### config.mk
export PLATFORM = sky130hd
export DESIGN_NAME = bru_resolve
export DESIGN_NICKNAME = d
export VERILOG_FILES = /design/src/rtl/bru_resolve.sv
export SDC_FILE = /design/constraint.sdc
export NUM_CORES = 1
export LEC_CHECK = 0
export CAP_MARGIN = 20
export CORE_UTILIZATION = 44
export CTS_BUF_LIST = sky130_fd_sc_hd__clkbuf_8 sky130_fd_sc_hd__clkbuf_16
export DETAILED_ROUTE_END_ITERATION = 10
export HOLD_SLACK_MARGIN = 0.06
export PLACE_DENSITY_LB_ADDON = 0.3
export SLEW_MARGIN = 5
export SYNTH_ARGS = -nofsm -noshare
export SYNTH_HDL_FRONTEND = slang
export SYNTH_SLANG_ARGS = --single-unit
### constraint.sdc
create_clock -name clk -period 4.7 [get_ports clk]
set_input_delay 1.175 -clock clk [delete_from_list [all_inputs] [get_ports clk]]
set_output_delay 1.175 -clock clk [all_outputs]
set_load 0.01 [all_outputs]
### src/rtl/bru_resolve.sv
// bru_resolve: one-stage pipelined branch resolution unit.
//
// A branch op is captured into a single output register. The register holds
// the resolved condition, the branch target, the link PC and a cancel flag.
// The cancel flag is raised when the resolved next PC differs from the fetch
// prediction. An optional branch history table of 2-bit counters trains on
// resolved conditional branches and serves combinational fetch lookups.
//
// Optional feature macro: LSOC1K_BRU_BHT_EN (BHT present when defined).
//
// Parameters:
//   GRLEN      datapath width, 32 or 64
//   BHT_DEPTH  BHT entries, power of two 4..1024 (only with LSOC1K_BRU_BHT_EN)
//
// Ports:
//   clk, reset            clock, asynchronous active-high reset
//   in_valid / in_ready   input handshake (branch op presented / accepted)
//   branch_op             LSOC1K_BRU_* op code
//   branch_a, branch_b    operands
//   branch_pc             PC of the branch
//   branch_offset         sign-extended offset
//   pred_taken            fetch-stage predicted direction
//   pred_target           fetch-stage predicted target
//   flush                 drop the held result and block capture this cycle
//   out_valid / out_ready output handshake
//   bru_taken, bru_cancel, bru_wen, bru_target, bru_link_pc, bru_pc
//                         registered results
//   fetch_pc              BHT lookup address
//   fetch_pred_taken      BHT prediction for fetch_pc (combinational)
//   mispredict_cnt        saturating count of accepted cancels
//
// Handshake: a transfer happens on a rising clk edge where valid and ready are
// both high. in_ready = !out_valid || out_ready, so a new op may be captured in
// the same cycle the held result is consumed. While out_valid && !out_ready,
// every output holds stable. A cycle with flush high performs no capture and
// no accepted output transfer; the held entry is discarded.

`ifndef LSOC1K_BRU_CODE_BIT
`define LSOC1K_BRU_CODE_BIT 4
`endif
`ifndef LSOC1K_BRU_EQZ
`define LSOC1K_BRU_EQZ 4'd0
`define LSOC1K_BRU_NEZ 4'd1
`define LSOC1K_BRU_EQ  4'd2
`define LSOC1K_BRU_NE  4'd3
`define LSOC1K_BRU_LT  4'd4
`define LSOC1K_BRU_GE  4'd5
`define LSOC1K_BRU_LTU 4'd6
`define LSOC1K_BRU_GEU 4'd7
`define LSOC1K_BRU_JR  4'd8
`define LSOC1K_BRU_BL  4'd9
`endif

module bru_resolve #(
  parameter int GRLEN     = 32,
  parameter int BHT_DEPTH = 64
) (
  input  logic                            clk,
  input  logic                            reset,
  input  logic                            in_valid,
  output logic                            in_ready,
  input  logic [`LSOC1K_BRU_CODE_BIT-1:0] branch_op,
  input  logic [GRLEN-1:0]                branch_a,
  input  logic [GRLEN-1:0]                branch_b,
  input  logic [GRLEN-1:0]                branch_pc,
  input  logic [GRLEN-1:0]                branch_offset,
  input  logic                            pred_taken,
  input  logic [GRLEN-1:0]                pred_target,
  input  logic                            flush,
  output logic                            out_valid,
  input  logic                            out_ready,
  output logic                            bru_taken,
  output logic                            bru_cancel,
  output logic                            bru_wen,
  output logic [GRLEN-1:0]                bru_target,
  output logic [GRLEN-1:0]                bru_link_pc,
  output logic [GRLEN-1:0]                bru_pc,
  input  logic [GRLEN-1:0]                fetch_pc,
  output logic                            fetch_pred_taken,
  output logic [31:0]                     mispredict_cnt
);

  // ---------------- combinational resolution ----------------
  logic [GRLEN-3:0] pc_word;
  logic [GRLEN-3:0] pc_word_inc;
  logic [GRLEN-1:0] next_pc;
  logic [GRLEN-1:0] true_pc;
  logic [GRLEN-1:0] jr_pc;
  logic [GRLEN-1:0] target;
  logic [GRLEN-1:0] pred_next;
  logic             taken;
  logic             is_link;
  logic             is_cond;
  logic             is_jr;
  logic             cancel;

  assign pc_word     = branch_pc[GRLEN-1:2];
  assign pc_word_inc = pc_word + {{(GRLEN-3){1'b0}}, 1'b1};
  assign next_pc     = {pc_word_inc, 2'b00};
  // Branch targets are relative to the word-aligned PC; JR keeps low bits.
  assign true_pc     = {pc_word, 2'b00} + branch_offset;
  assign jr_pc       = branch_a + branch_offset;

  always_comb begin
    taken   = 1'b0;
    is_link = 1'b0;
    is_cond = 1'b0;
    is_jr   = 1'b0;
    case (branch_op)
      `LSOC1K_BRU_EQZ: begin is_cond = 1'b1; taken = (branch_a == '0); end
      `LSOC1K_BRU_NEZ: begin is_cond = 1'b1; taken = (branch_a != '0); end
      `LSOC1K_BRU_EQ:  begin is_cond = 1'b1; taken = (branch_a == branch_b); end
      `LSOC1K_BRU_NE:  begin is_cond = 1'b1; taken = (branch_a != branch_b); end
      `LSOC1K_BRU_LT:  begin is_cond = 1'b1; taken = ($signed(branch_a) <  $signed(branch_b)); end
      `LSOC1K_BRU_GE:  begin is_cond = 1'b1; taken = ($signed(branch_a) >= $signed(branch_b)); end
      `LSOC1K_BRU_LTU: begin is_cond = 1'b1; taken = (branch_a <  branch_b); end
      `LSOC1K_BRU_GEU: begin is_cond = 1'b1; taken = (branch_a >= branch_b); end
      `LSOC1K_BRU_JR:  begin is_link = 1'b1; is_jr = 1'b1; taken = 1'b1; end
      `LSOC1K_BRU_BL:  begin is_link = 1'b1; taken = 1'b1; end
      default: ; // unknown op: not taken, no link write
    endcase
  end

  assign target    = is_jr ? jr_pc : (taken ? true_pc : next_pc);
  assign pred_next = pred_taken ? pred_target : next_pc;
  assign cancel    = (target != pred_next);

  // ---------------- handshake and result register ----------------
  logic capture;
  logic out_fire;
  logic held_cond;

  assign in_ready = !out_valid || out_ready;
  assign capture  = in_valid && in_ready && !flush;
  assign out_fire = out_valid && out_ready && !flush;

  always_ff @(posedge clk or posedge reset) begin
    if (reset) begin
      out_valid      <= 1'b0;
      bru_taken      <= 1'b0;
      bru_cancel     <= 1'b0;
      bru_wen        <= 1'b0;
      bru_target     <= '0;
      bru_link_pc    <= '0;
      bru_pc         <= '0;
      held_cond      <= 1'b0;
      mispredict_cnt <= '0;
    end else begin
      if (flush)         out_valid <= 1'b0;
      else if (capture)  out_valid <= 1'b1;
      else if (out_fire) out_valid <= 1'b0;

      if (capture) begin
        bru_taken   <= taken;
        bru_cancel  <= cancel;
        bru_wen     <= is_link;
        bru_target  <= target;
        bru_link_pc <= next_pc;
        bru_pc      <= branch_pc;
        held_cond   <= is_cond;
      end

      if (out_fire && bru_cancel && (mispredict_cnt != '1))
        mispredict_cnt <= mispredict_cnt + 32'd1;
    end
  end

  // ---------------- branch history table ----------------
`ifdef LSOC1K_BRU_BHT_EN
  localparam int IDX = $clog2(BHT_DEPTH);

  logic [1:0]     bht [BHT_DEPTH];
  logic [IDX-1:0] upd_idx;
  logic [IDX-1:0] look_idx;
  logic           unused_fetch_bits;

  assign upd_idx           = bru_pc[IDX+1:2];
  assign look_idx          = fetch_pc[IDX+1:2];
  assign unused_fetch_bits = ^{fetch_pc[GRLEN-1:IDX+2], fetch_pc[1:0]};

  // Trains on the held entry when it is consumed; a same-cycle lookup reads
  // the pre-update counter because the array is read combinationally.
  always_ff @(posedge clk or posedge reset) begin
    if (reset) begin
      for (int i = 0; i < BHT_DEPTH; i++) bht[i] <= 2'b01;
    end else if (out_fire && held_cond) begin
      if (bru_taken && (bht[upd_idx] != 2'b11))
        bht[upd_idx] <= bht[upd_idx] + 2'd1;
      else if (!bru_taken && (bht[upd_idx] != 2'b00))
        bht[upd_idx] <= bht[upd_idx] - 2'd1;
    end
  end

  assign fetch_pred_taken = bht[look_idx][1];
`else
  logic unused_bht_inputs;

  assign unused_bht_inputs = ^{fetch_pc, held_cond, (BHT_DEPTH > 0)};
  assign fetch_pred_taken  = 1'b0;
`endif

endmodule

Word-level counts from Yosys, hierarchy flattened
Cells that the tools add are included.
- bits in registers: 130
- output and inout bits: 134
- input bits: 202
- magnitude comparators: 4
- equal/unequal tests: 13
- $add $sub $neg: 4
- muxes and demuxes: 9
- reduce and logical (&&, ||, !) cells: 14
- operator list (cell ; number):
    32-bit 2-to-1 mux ; 3
    32-bit adder ; 2
    32-bit >= comparator ; 2
    32-bit less-than comparator ; 2
    32-bit inequality test ; 2
    32-bit by 1-bit adder with 32-bit output, second input constant ; 1
    32-bit == test ; 1
    32-bit zero test ; 1
    32-bit inequality test, second input constant ; 1
    32-bit nonzero test ; 1
    30-bit by 1-bit adder with 30-bit output, second input constant ; 1
    4-bit by 3-bit == test with 1-bit output, second input constant ; 4
    1-bit one-hot mux with 9 select lines ; 1
    4-bit by 2-bit == test with 1-bit output, second input constant ; 2
    4-bit == test, second input constant ; 2
    1-bit logical AND ; 6
    1-bit 2-to-1 mux ; 5
    4-bit by 1-bit == test with 1-bit output, second input constant ; 1
    4-bit zero test ; 1
    3-bit nonzero test ; 1
    1-bit zero test ; 2
    2-bit OR reduction ; 1
    1-bit logical OR ; 1

Longest topological paths before layout
- word-level depth: 6
- depth in mapped cells: 17
- mapped depth without buffers: 16

Worst setup path before layout
No wires, ideal clock.
- kind: input port to flip-flop
- from: input port branch_pc[2]
- to: register bru_cancel
- stages: 14
- arrival: 4.166 ns
- setup slack: 0.408 ns
- buffers on the path: 0
- cell sequence: ha_1 -> fa_1 -> a21o_1 -> a311oi_1 -> nor2_1 -> a21oi_1 -> o31ai_1 -> or4_4 -> a31oi_4 -> xor2_1 -> o211ai_1 -> nor4_2 -> nand3_1 -> o32a_1
- longest elaborated chain between the ends: 4
- elaborated cells on any way between the ends: 6
- classes of those cells: 2 x add/sub; 1 x eq/ne; 3 x mux
- RTL lines (item ; RTL line ; source):
    start: declaration ; 65 ; input logic [GRLEN-1:0] branch_pc,
    32-bit adder or 30-bit by 1-bit adder with 30-bit output (tied branches) ; 101, 98 ;
    32-bit 2-to-1 mux (2 in a row) ; 124 ; assign target = is_jr ? jr_pc : (taken ? true_pc : next_pc);
    32-bit inequality test * ; 126 ; assign cancel = (target != pred_next);
    end signal: assignment ; 155 ; bru_cancel <= cancel;
    end: declaration ; 73 ; output logic bru_cancel,
Every way passes the cells marked *; elsewhere a longest branch is shown, timed or not.
A chain may end at the register's enable or synchronous reset.

Worst setup path in the final report
- from: input port branch_a[15]
- to: register bru_cancel
- longest elaborated chain between the ends: 5
- elaborated cells on any way between the ends: 13
- classes of those cells: 1 x add/sub; 4 x order compare; 3 x eq/ne; 3 x mux; 2 x reduce/logical
- RTL lines (item ; RTL line ; source):
    start: declaration ; 63 ; input logic [GRLEN-1:0] branch_a,
    32-bit >= comparator, or another cell as far along ; 117 ; `LSOC1K_BRU_GEU: begin is_cond = 1'b1; taken = (branch_a >= branch_b); end
    1-bit one-hot mux with 9 select lines ; 109 ; case (branch_op)
    32-bit 2-to-1 mux ; 124 ;
    32-bit 2-to-1 mux * ; 124 ;
    32-bit inequality test * ; 126 ;
Marked as above.

==> impl_results.md <==
- Max-Cap Viols: 0
- Ys async rst share: 1.00
- Iteration-0 DRC Markers: 1012
- Synth cell types: 89
- Max-slew headroom: 0.464
- Setup violations, final: 0
- Seq/Total Area, Yosys: 0.285
- FF+latch area: 3250 um2
- Layout cells sized above 1: 0.298
- Mapped Cells: 1422
- Die height: 163 um
- Syn_area_per_cell: approximately 8 um2
- Crit. End Element: flop
- FF-to-FF End: mispredict_cnt[30]
- Core ar.: 25300 um2
- Post-placement setup slack: -734 ps
- Mapped cell area: 11400 um2
- YS warnings: 0
- First-pass GRT wire length: 68.8 mm
- RSZ-0062 raised after global routing: yes
- GPL Wtd Cong: 0.973
- Skew final: 8.87 ps
- CTS sink cnt: 130
- Port bufs: 300
- Worst EP required: 5000 ps
- Max Transition Viols Final: 0
- LEAKAGE: 8.80 nW
- Bufs on Longest Clock Path: 2
- Antenna Nets Post-Route: 0
- # fillers: 1862
- Detailed Place HPWL: 35.4 mm
- Initial Utilization: 0.450
- CP Launch Type: input pin
- Most used DFF post-synth: dfrtp_1
- Worst reg2reg startpoint: mispredict_cnt[2]
- Setup ws final: 12.0 ps
- Vias per cell: 5.63
- Num CTS Buffers: 17
- Post-route DRC: 0
- WP data arrival: 4990 ps
- Worst setup path end: bru_cancel
- Worst min-delay path class: flop to flop
- Cts hold-fix bufs: 0
- VDD IR-drop max: roughly 280 uV
- Nets@finish: between 2000 and 2500
- Hold depth: 2
- Vias in the first global route: 13100
- Clk slew on worst S/H paths: about 70 ps
- CP Launch Point: branch_a[15]
- Area of the multi-input gates: roughly 8600 um2
- CTS tree: built
- Post-synth top area cell: dfrtp_1
- Status: finished clean
- Rows: 58
- Count leader, synth: nand2_1
- Cell Pwr Density: between 200 and 300 nW/um2
- Via count: 13500
- Total grt overflow: 0
- Crit path time final: 4690 ps
- Final WL: 45.4 mm
- F_max: 0.213 GHz
- Crit Path Max Fanout: 5
- Die ar.: 26500 um2
- Top post-synthesis cells by area: dfrtp_1 29%, ha_1 10%, nand2_1 9.2%
- Slew @ Worst Pin: approximately 800 ps
- Reg2reg path depth: 12
- Final period util: 0.997
- Root buffer cell: clkbuf_16
- Setup Crit Path Kind: input pin to flop
- All-Layer GR Usage: 0.332
- WL/cell: 19.0 um
- DIE WIDTH: 163 um
- Initial antenna violation count: 2
- Worst-Skew Late Latency: 420 ps
- Top-area cell type share of the netlist area: 0.285
- Post-synth top cells: 280 x nand2_1, 130 x dfrtp_1, 96 x a21oi_1, 94 x ha_1, 91 x o21ai_0
- Worst reg2reg setup slack: between 1000 and 1500 ps
- Setup TNS: 0 ps
- #FFs+latches synth: 130
- Final Hold Violating Endpoints: 0
- EDFF count, synth: 0
- Largest net degree at the start of global routing: 88
- H-tree depth: 4
- Synth-to-Final Area Change: 64.8%
- Num ports: 336
- TritonRoute pass-1 iters: 5
cells in the final DEF, fill, tap and decap left out, drive strengths merged, types with 64 or more instances in the layout:
master	n
ha	94
clkbuf	67
xnor2	82
o21ai	96
buf	370
clkdlybuf4s50	218
a21oi	97
inv	64
nand2	281
nor2	65
dfrtp	130
critical path: stages:
cell	delay, ps
clkbuf_2	140
ha_4	280
nand4_1	180
nor4_2	210
buf_4	200
o21ai_4	70
a31oi_4	260
o32ai_4	150
mux2i_4	230
buf_12	150
buf_16	120
or4_4	520
a31oi_4	230
xor2_1	170
o211ai_1	170
nor4_4	330
nand3_1	110
o32a_1	290
power by group:
group / total, W / switching [W] / internal (W)
combinational: 0.00224 / 0.00109 / 0.00115
clock: 0.00135 / 0.000524 / 0.000823
sequential: 0.00138 / 0.000104 / 0.00127
total: 0.00497 / 0.00172 / 0.00325
layer usage:
metal,vias to the layer above,global-route usage,part of all wire
met5,-,0,0.00022
met4,2,0.0969,0.029
met3,80,0.0438,0.064
met2,594,0.558,0.47
met1,6424,0.442,0.44
li1,6361,-,-
what timing repair did:
item                       4_1_cts  5_1_grt
pin swaps                       61       66
gates resized for setup        164      204
gates cloned                     1        0
setup endpoints to repair        1        3
setup buffers                   19       11
cell families (layout without fill, tap and decap cells):
logic type,count (synthesis),in the layout,synth area share
AO/OA/AOI/OAI,360,360,0.206
XOR/XNOR,140,140,0.108
buffers and inverters,120,758,0.0448
other,1,4,0.000329
multiplexers,18,18,0.0164
flip-flops,130,130,0.285
adder cells (fa/ha/maj),96,96,0.107
AND/OR/NAND/NOR,557,557,0.232
layout make-up:
cell class                 instances  share of cell area
multi-input combinational       1174               0.457
timing repair buffer             665               0.303
sequential                       130               0.173
clock buffer                      20              0.0249
tap                              330              0.0220
inverter                          62              0.0125
clock inverter                    11             0.00680
antenna                            1            0.000133
flip-flops by register name (all words and copies together) (netlist names):
name,flops
bru_taken,1
bru_wen,1
bru_cancel,1
out_valid,1
bru_target,32
bru_link_pc,30
mispredict_cnt,32
bru_pc,32
metrics by stage:
stage | hold slack (ps) | utilization | total power (W) | area [um2] | std cells
CTS | 475 | 0.727 | 0.00487 | 18400 | 2381
global placement | 454 | 0.676 | 0.00338 | 17100 | 2332
global route | 486 | 0.741 | 0.00520 | 18800 | 2393
floorplan | 507 | - | 0.00230 | 11400 | 1424
finish | 472 | 0.741 | 0.00497 | 18800 | 2393
detailed placement | 462 | 0.676 | 0.00342 | 17100 | 2332
how the worst min path moves through the flow:
stage | start | to
after global placement | bru_target[24] | bru_target[24]
final | bru_pc[1] | bru_pc[1]
after floorplan | bru_target[13] | bru_target[13]
after global routing | bru_pc[14] | bru_pc[14]
after detailed placement | bru_pc[1] | bru_pc[1]
after CTS | bru_pc[4] | bru_pc[4]
No activity file was read; power rests on OpenSTA's default activity.
